### src/rtl/phase_addr_gen.sv
// phase_addr_gen: phase accumulator address generator for a two-channel
// lookup-table oscillator. The increment (frequency) word is double-buffered
// so that a new frequency only takes effect at a period boundary.
module phase_addr_gen #(
    parameter int                    ADDRESS_WIDTH = 8,
    parameter int                    ACC_WIDTH     = 16,
    parameter logic [ACC_WIDTH-1:0]  INCR_RESET    = ACC_WIDTH'(1)
) (
    input  logic                     clk,
    input  logic                     rst,
    input  logic                     en,
    input  logic [ACC_WIDTH-1:0]     incr,
    input  logic                     incr_wr,
    input  logic [ADDRESS_WIDTH-1:0] offset,
    output logic [ADDRESS_WIDTH-1:0] addr1,
    output logic [ADDRESS_WIDTH-1:0] addr2,
    output logic                     wrap,
    output logic                     incr_pending,
    output logic                     dout_valid
);

    logic [ACC_WIDTH-1:0] acc;
    logic [ACC_WIDTH-1:0] incr_active;
    logic [ACC_WIDTH-1:0] incr_next;
    logic                 pending;
    logic                 wrap_q;
    logic                 en_q;
    logic                 dout_valid_q;

    // One extra bit on the sum exposes the carry-out of the accumulator.
    logic [ACC_WIDTH:0]   sum;
    logic                 carry;
    logic                 boundary;

    assign sum   = {1'b0, acc} + {1'b0, incr_active};
    assign carry = sum[ACC_WIDTH];

    // A period boundary is the overflowing advance; a zero increment never
    // reaches one, so it is treated as permanently at a boundary.
    assign boundary = (en && carry) || (incr_active == '0);

    assign addr1        = acc[ACC_WIDTH-1 -: ADDRESS_WIDTH];
    assign addr2        = addr1 + offset;
    assign wrap         = wrap_q;
    assign incr_pending = pending;
    assign dout_valid   = dout_valid_q;

    // Advance the phase accumulator and flag the overflow for one cycle.
    always_ff @(posedge clk) begin
        if (rst) begin
            // NOTE: sequential state uses non-blocking assignments so every
            // register samples pre-edge values, independent of block order.
            acc    <= '0;
            wrap_q <= 1'b0;
        end else begin
            wrap_q <= en && carry;
            if (en) begin
                acc <= sum[ACC_WIDTH-1:0];
            end
        end
    end

    // Capture new increments and swap them in only at a period boundary;
    // the accumulator above still uses the old increment on that edge.
    always_ff @(posedge clk) begin
        if (rst) begin
            incr_active <= INCR_RESET;
            incr_next   <= '0;
            pending     <= 1'b0;
        end else if (incr_wr && boundary) begin
            incr_active <= incr;
            pending     <= 1'b0;
        end else if (incr_wr) begin
            incr_next   <= incr;
            pending     <= 1'b1;
        end else if (pending && boundary) begin
            incr_active <= incr_next;
            pending     <= 1'b0;
        end
    end

    // Match the accumulator stage plus the downstream table-read stage.
    always_ff @(posedge clk) begin
        if (rst) begin
            en_q         <= 1'b0;
            dout_valid_q <= 1'b0;
        end else begin
            en_q         <= en;
            dout_valid_q <= en_q;
        end
    end

endmodule

### config.mk
export PLATFORM = sky130hd
export DESIGN_NAME = phase_addr_gen
export DESIGN_NICKNAME = d
export VERILOG_FILES = /design/src/rtl/phase_addr_gen.sv
export SDC_FILE = /design/constraint.sdc
export NUM_CORES = 1
export LEC_CHECK = 0
export ABC_CLOCK_PERIOD_IN_PS = 3400
export BUFFER_PORTS_ARGS = -buffer_cell sky130_fd_sc_hd__clkbuf_2
export CAP_MARGIN = 20
export CORE_MARGIN = 1
export CORE_UTILIZATION = 40
export CTS_CLUSTER_DIAMETER = 40
export DETAILED_ROUTE_END_ITERATION = 8
export PLACE_DENSITY = 0.69
export SYNTH_ARGS = -nofsm -noshare
export SYNTH_HDL_FRONTEND = slang
export SYNTH_SLANG_ARGS = --single-unit
### constraint.sdc
create_clock -name clk -period 3.4 [get_ports clk]
set_clock_uncertainty 0.15 [all_clocks]
set_input_delay 0.68 -clock clk [delete_from_list [all_inputs] [get_ports clk]]
set_output_delay 0.68 -clock clk [all_outputs]
set_load 0.02 [all_outputs]
Word level (Yosys, flattened, before mapping)
Index checks and enable logic that the tools add are counted.
- flip-flop bits (word level): 52
- bits in latches: 0
- bits in writable memories: 0
- memory bits (read-only): 0
- input port bits: 28
- output and inout port bits: 19
- memories kept: 0
- add/sub/neg operators: 2
- $mul: 0
- div/mod/pow operators: 0
- order comparisons: 0
- eq/ne operators: 1
- shift-type cells: 0
- multiplexer cells: 5
- bitwise gates (word level): 1
- reductions and logical operators: 10
- operators by type and width (operator ; count):
    $mux W16 ; 3
    $add A16 B16 Y17 ; 1
    $logic_not A16 Y1 ; 1
    $add A8 B8 Y8 ; 1
    $reduce_and A2 Y1 ; 2
    $reduce_bool A2 Y1 ; 2
    $logic_and A1 B1 Y1 ; 3
    $mux W1 ; 2
    $ne A2 B1 Y1 const B ; 1
    $reduce_or A2 Y1 ; 1
    $logic_or A1 B1 Y1 ; 1
    $not A1 Y1 ; 1

Logic depth before layout (Yosys ltp)
- depth in word-level cells: 7
- gate-level depth with buffers: 11
- mapped depth without buffers: 9

Least setup slack after synthesis
OpenSTA, ideal clock, no wires.
- path kind: input-to-output
- start: input offset[0]
- end: output addr2[6]
- data arrival time: 2.118 ns
- data required time: 2.570 ns
- slack: 0.452 ns
- cell stages on the path: 9
- path buffers: 0
- path through: ha_1 -> inv_1 -> fa_1 -> inv_1 -> a21oi_1 -> o21bai_1 -> a21o_1 -> a21oi_1 -> xnor2_1
- cells in the longest elaborated chain, start to end: 1
- ends and longest elaborated chain (item ; RTL line ; RTL):
    start: declaration ; 14 ; input logic [ADDRESS_WIDTH-1:0] offset,
    $add A8 B8 Y8 ; 43 ; assign addr2 = addr1 + offset;
    end: declaration ; 16 ; output logic [ADDRESS_WIDTH-1:0] addr2,
Every way passes these cells.

Worst setup path after layout
Ends and elaborated chain as after synthesis.

==> results.txt <==
Relative to the synthesized area, the layout overhead comes to 11.80%. At the later pin of the worst-skew pair, clock insertion delay measures 0.30 ns. After synthesis, flip-flops and latches occupy about a third of the total area. Of the available clock period, the critical path in the final layout requires 91.52%.

The worst hold-check path type is flip-flop to flip-flop. Entering global routing, the biggest net connects 56 pins. Pin placement for this block handled 47 I/O pins.

Walking the worst path, the cells encountered are clkbuf_2, ha_1, inv_1, fa_1, inv_1, a21oi_1, o21bai_1, a21o_1, a21oi_1, xnor2_1, clkbuf_2. The area used by multi-input combinational logic came out at slightly below 2000 um2. The launch point of the worst reg-to-reg path is incr_active[0]$_SDFFE_PP1P_. The number of vias in the routed layout is 2544.

The floorplan step set the die height to 90.72 um. For this run, the top clock speed supported by timing is 321.4 MHz. Once layout is complete, the utilization of the core stands at 47.26%.

Of all nets on the critical path, the largest fanout is 2. The floorplan step defined a core boundary enclosing 7447 um2. The fraction of post-synthesis cell area in the top cell type by area came out at between 30% and 40%.

The global-route wire length before repair is 10.94 mm. The number of buffers on the longest clock path is 2. Counting every sink on the clock net gives 52. The largest voltage drop on the vdd net is 0.1908 mV.

The count of cells along the worst hold path is 1. The Yosys warning count came out at 0. The largest total area in the synthesized netlist belongs to sky130_fd_sc_hd__dfxtp_1. Leaving out fill and tap cells, the most frequent cells in the layout are sky130_fd_sc_hd__dfxtp_1, sky130_fd_sc_hd__clkbuf_2, sky130_fd_sc_hd__nand2b_1. Wires add up to 6.417 mm.

The global-route usage over all layers came out at 15.99%. The initial antenna violation count came out at 0. The number of input and output port buffers inserted is 46. The clock tree synthesis step divided the H-tree into 2 levels.

Setup violations remaining at the end of the flow were counted as 0. By startpoint and endpoint, the worst setup path is classified as primary input to output pin. The root buffer selected by CTS is sky130_fd_sc_hd__clkbuf_8. For this run, design rule violations remaining after detail routing come to 0. Across all setup checks in the final design, the least slack found is 0.2883 ns. In the synthesized netlist, the number of instances is roughly 360. The number of flops mapped to enable cells by yosys came out at 0. The most common library cell in the layout ignoring fill and taps is sky130_fd_sc_hd__dfxtp_1. The startpoint identified for the worst hold timing path is en_q$_SDFF_PP0_. For the finished layout, the period the worst path requires is between 3 and 4 ns. The remaining antenna violation count came out at 0. Counting the buffers created by CTS gives 5. The number of setup buffers added after CTS came out at 0.

The setup slack of the worst register-to-register path came out at 0.37 ns. The total negative setup slack is 0 ns. The number of detailed-route iterations in the first pass came out at 4.

The register bit total from synthesis is 52. The mean area per synthesized cell is 8.818 um2. The overall die area is 8229 um2. The worst register-to-register path has a depth of 9. The clock input transition at the sequential cells of the worst setup and hold paths is 0.09 ns. The leftover overflow at the end of global routing came out at 0. Setup repair after global routing left no endpoint under its margin. The transition time at the pin with the least slew margin came out at 0.9388 ns. The delay of the slowest critical-path stage came out at 0.40 ns.

The max-cap violation count is 0. Counting flops with an async set or reset pin after synthesis yields a share of 0%. The most used flip-flop cell after synthesis is sky130_fd_sc_hd__dfxtp_1. The standby leakage power came out at around 1.6 nW. The die width came out at 90.72 um. The via count of the first global-routing pass came out at 2443. The endpoint identified for the worst register-to-register timing path is incr_active[0]$_SDFFE_PP1P_. 0 antenna diodes ended up in the layout. The footprint of the flip-flops and latches came out at 1041 um2. The starting DRC count in detailed routing came out at 44. The fraction of final layout cells sized beyond drive strength 1 came out at 16.11%. STA classifies the critical path endpoint as an output pin. The flow ran to the end, and the final reports show no timing, DRC or antenna violations. The average wire per cell in the routed design came out at 13.10 um. The worst-path cell with the longest stage delay is sky130_fd_sc_hd__fa_1. TritonCTS built the clock tree. The number of distinct library cell variants in the gate-level netlist after synthesis is 45. The HPWL reported at the end of detailed placement is 4.788 mm. The detailed-route vias per instance is around 5.2. The endpoint arrival time on the critical path is 2.28 ns. The path with the worst hold slack has its endpoint at dout_valid$_SDFF_PP0_. Counting the fill cells in the layout gives 733. The count of endpoints failing hold in the final timing report came out at 0. Counting every net in the synthesized netlist gives 410. After the last flow step, the layout net total stands at about 440. The global placement routability congestion is 0.8297. The power density normalized to cell area is 352.5 nW/um2.

The startpoint type of the worst setup path is a primary input. Headroom to the max-slew limit came out at 37.41%. The effective utilization at floorplan came out at 42.27%. In this run, post-CTS hold repair placed 0 buffers. The total chip power is 1.241 mW. The required time at the endpoint of the critical path came out at roughly 2.6 ns.

Once the clock tree was built, the resizer swapped 0 gates to a different size. Row generation in the floorplan step produced 31 rows. After synthesis, the cell types taking the most area are sky130_fd_sc_hd__dfxtp_1, sky130_fd_sc_hd__ha_1, sky130_fd_sc_hd__mux2i_1. The number of max-slew violations in the final report is 0.

The synthesized netlist occupies a cell area of 3148 um2. The setup slack after placement came out at 0.2804 ns.
-- Yosys cell counts, types with 2 or more instances --
cell	count
sky130_fd_sc_hd__xor2_1	5
sky130_fd_sc_hd__nand2_1	15
sky130_fd_sc_hd__nor2_1	23
sky130_fd_sc_hd__o21bai_1	3
sky130_fd_sc_hd__o21a_1	19
sky130_fd_sc_hd__dfxtp_1	52
sky130_fd_sc_hd__inv_1	11
sky130_fd_sc_hd__fa_1	2
sky130_fd_sc_hd__nand2b_1	36
sky130_fd_sc_hd__nor4_1	4
sky130_fd_sc_hd__nor3_1	5
sky130_fd_sc_hd__ha_1	23
sky130_fd_sc_hd__o21ai_0	9
sky130_fd_sc_hd__xnor2_1	13
sky130_fd_sc_hd__o22ai_1	18
sky130_fd_sc_hd__a21o_1	8
sky130_fd_sc_hd__a21oi_1	31
sky130_fd_sc_hd__buf_4	10
sky130_fd_sc_hd__mux2i_1	24
sky130_fd_sc_hd__a211oi_1	8
sky130_fd_sc_hd__clkbuf_1	12
sky130_fd_sc_hd__nand3_1	3
-- state kept, by name, summed over array words and instances, names as in the netlist --
signal,count
acc,16
incr_active,16
incr_next,16
dout_valid,1
en_q,1
incr_pending,1
wrap,1
-- how the worst max path moves through the flow --
stage	from	to	slack [ns]	cells after the start
CTS	offset[0]	addr2[6]	0.28	11
finish	offset[0]	addr2[6]	0.29	11
detailed placement	offset[0]	addr2[6]	0.28	11
global route	incr_active[0]$_SDFFE_PP1P_	incr_active[0]$_SDFFE_PP1P_	0.09	9
floorplan	offset[0]	addr2[6]	0.45	9
global placement	offset[1]	addr2[7]	0.35	9
-- cell type report --
class	count	area share, %
Multi-Input combinational cell	269	54.71
Inverter	12	1.280
Sequential cell	52	29.58
Clock inverter	3	1.209
Clock buffer	5	1.955
Timing Repair Buffer	50	7.750
Tap cell	99	3.519
-- logic make-up after synthesis --
| logic type | Yosys count | synth area share [%] |
|---|---|---|
| AOI/OAI and AO/OA | 107 | 22.10 |
| and+or+nand+nor | 95 | 16.02 |
| adders and majority gates | 25 | 10.41 |
| muxes | 24 | 7.631 |
| buffers and inverters | 36 | 5.763 |
| xor gates and xnor gates | 18 | 5.008 |
| DFF | 52 | 33.07 |
-- critical path, delay by kind of cell --
family / cells / cell delay [ns]
buffers and inverters: 4 / 0.39
XOR/XNOR: 1 / 0.13
adder cells (fa/ha/maj): 2 / 0.57
AO/OA/AOI/OAI: 4 / 0.49
-- report_power, final --
| group | switching (mW) | total, mW | internal (mW) |
|---|---|---|---|
| clock network | 0.211 | 0.429 | 0.218 |
| logic | 0.0953 | 0.171 | 0.0757 |
| registers | 0.0125 | 0.640 | 0.628 |
-- per-stage QoR --
stage,hold WS (ns),std cells,instance area [um2]
floorplan,0.2638,357,3148
global placement,0.2750,482,3408
detailed placement,0.3027,482,3408
CTS,0.3114,490,3520
global route,0.3235,490,3520
finish,0.3084,490,3520
-- layer usage --
metal / track usage, % / wire [um]
met2: 27.34 / 2858
met4: 3.629 / 54
met3: 3.199 / 257
met1: 20.58 / 3247
met5: 0 / 0
Note: power is estimated with default switching activity, not from simulation.
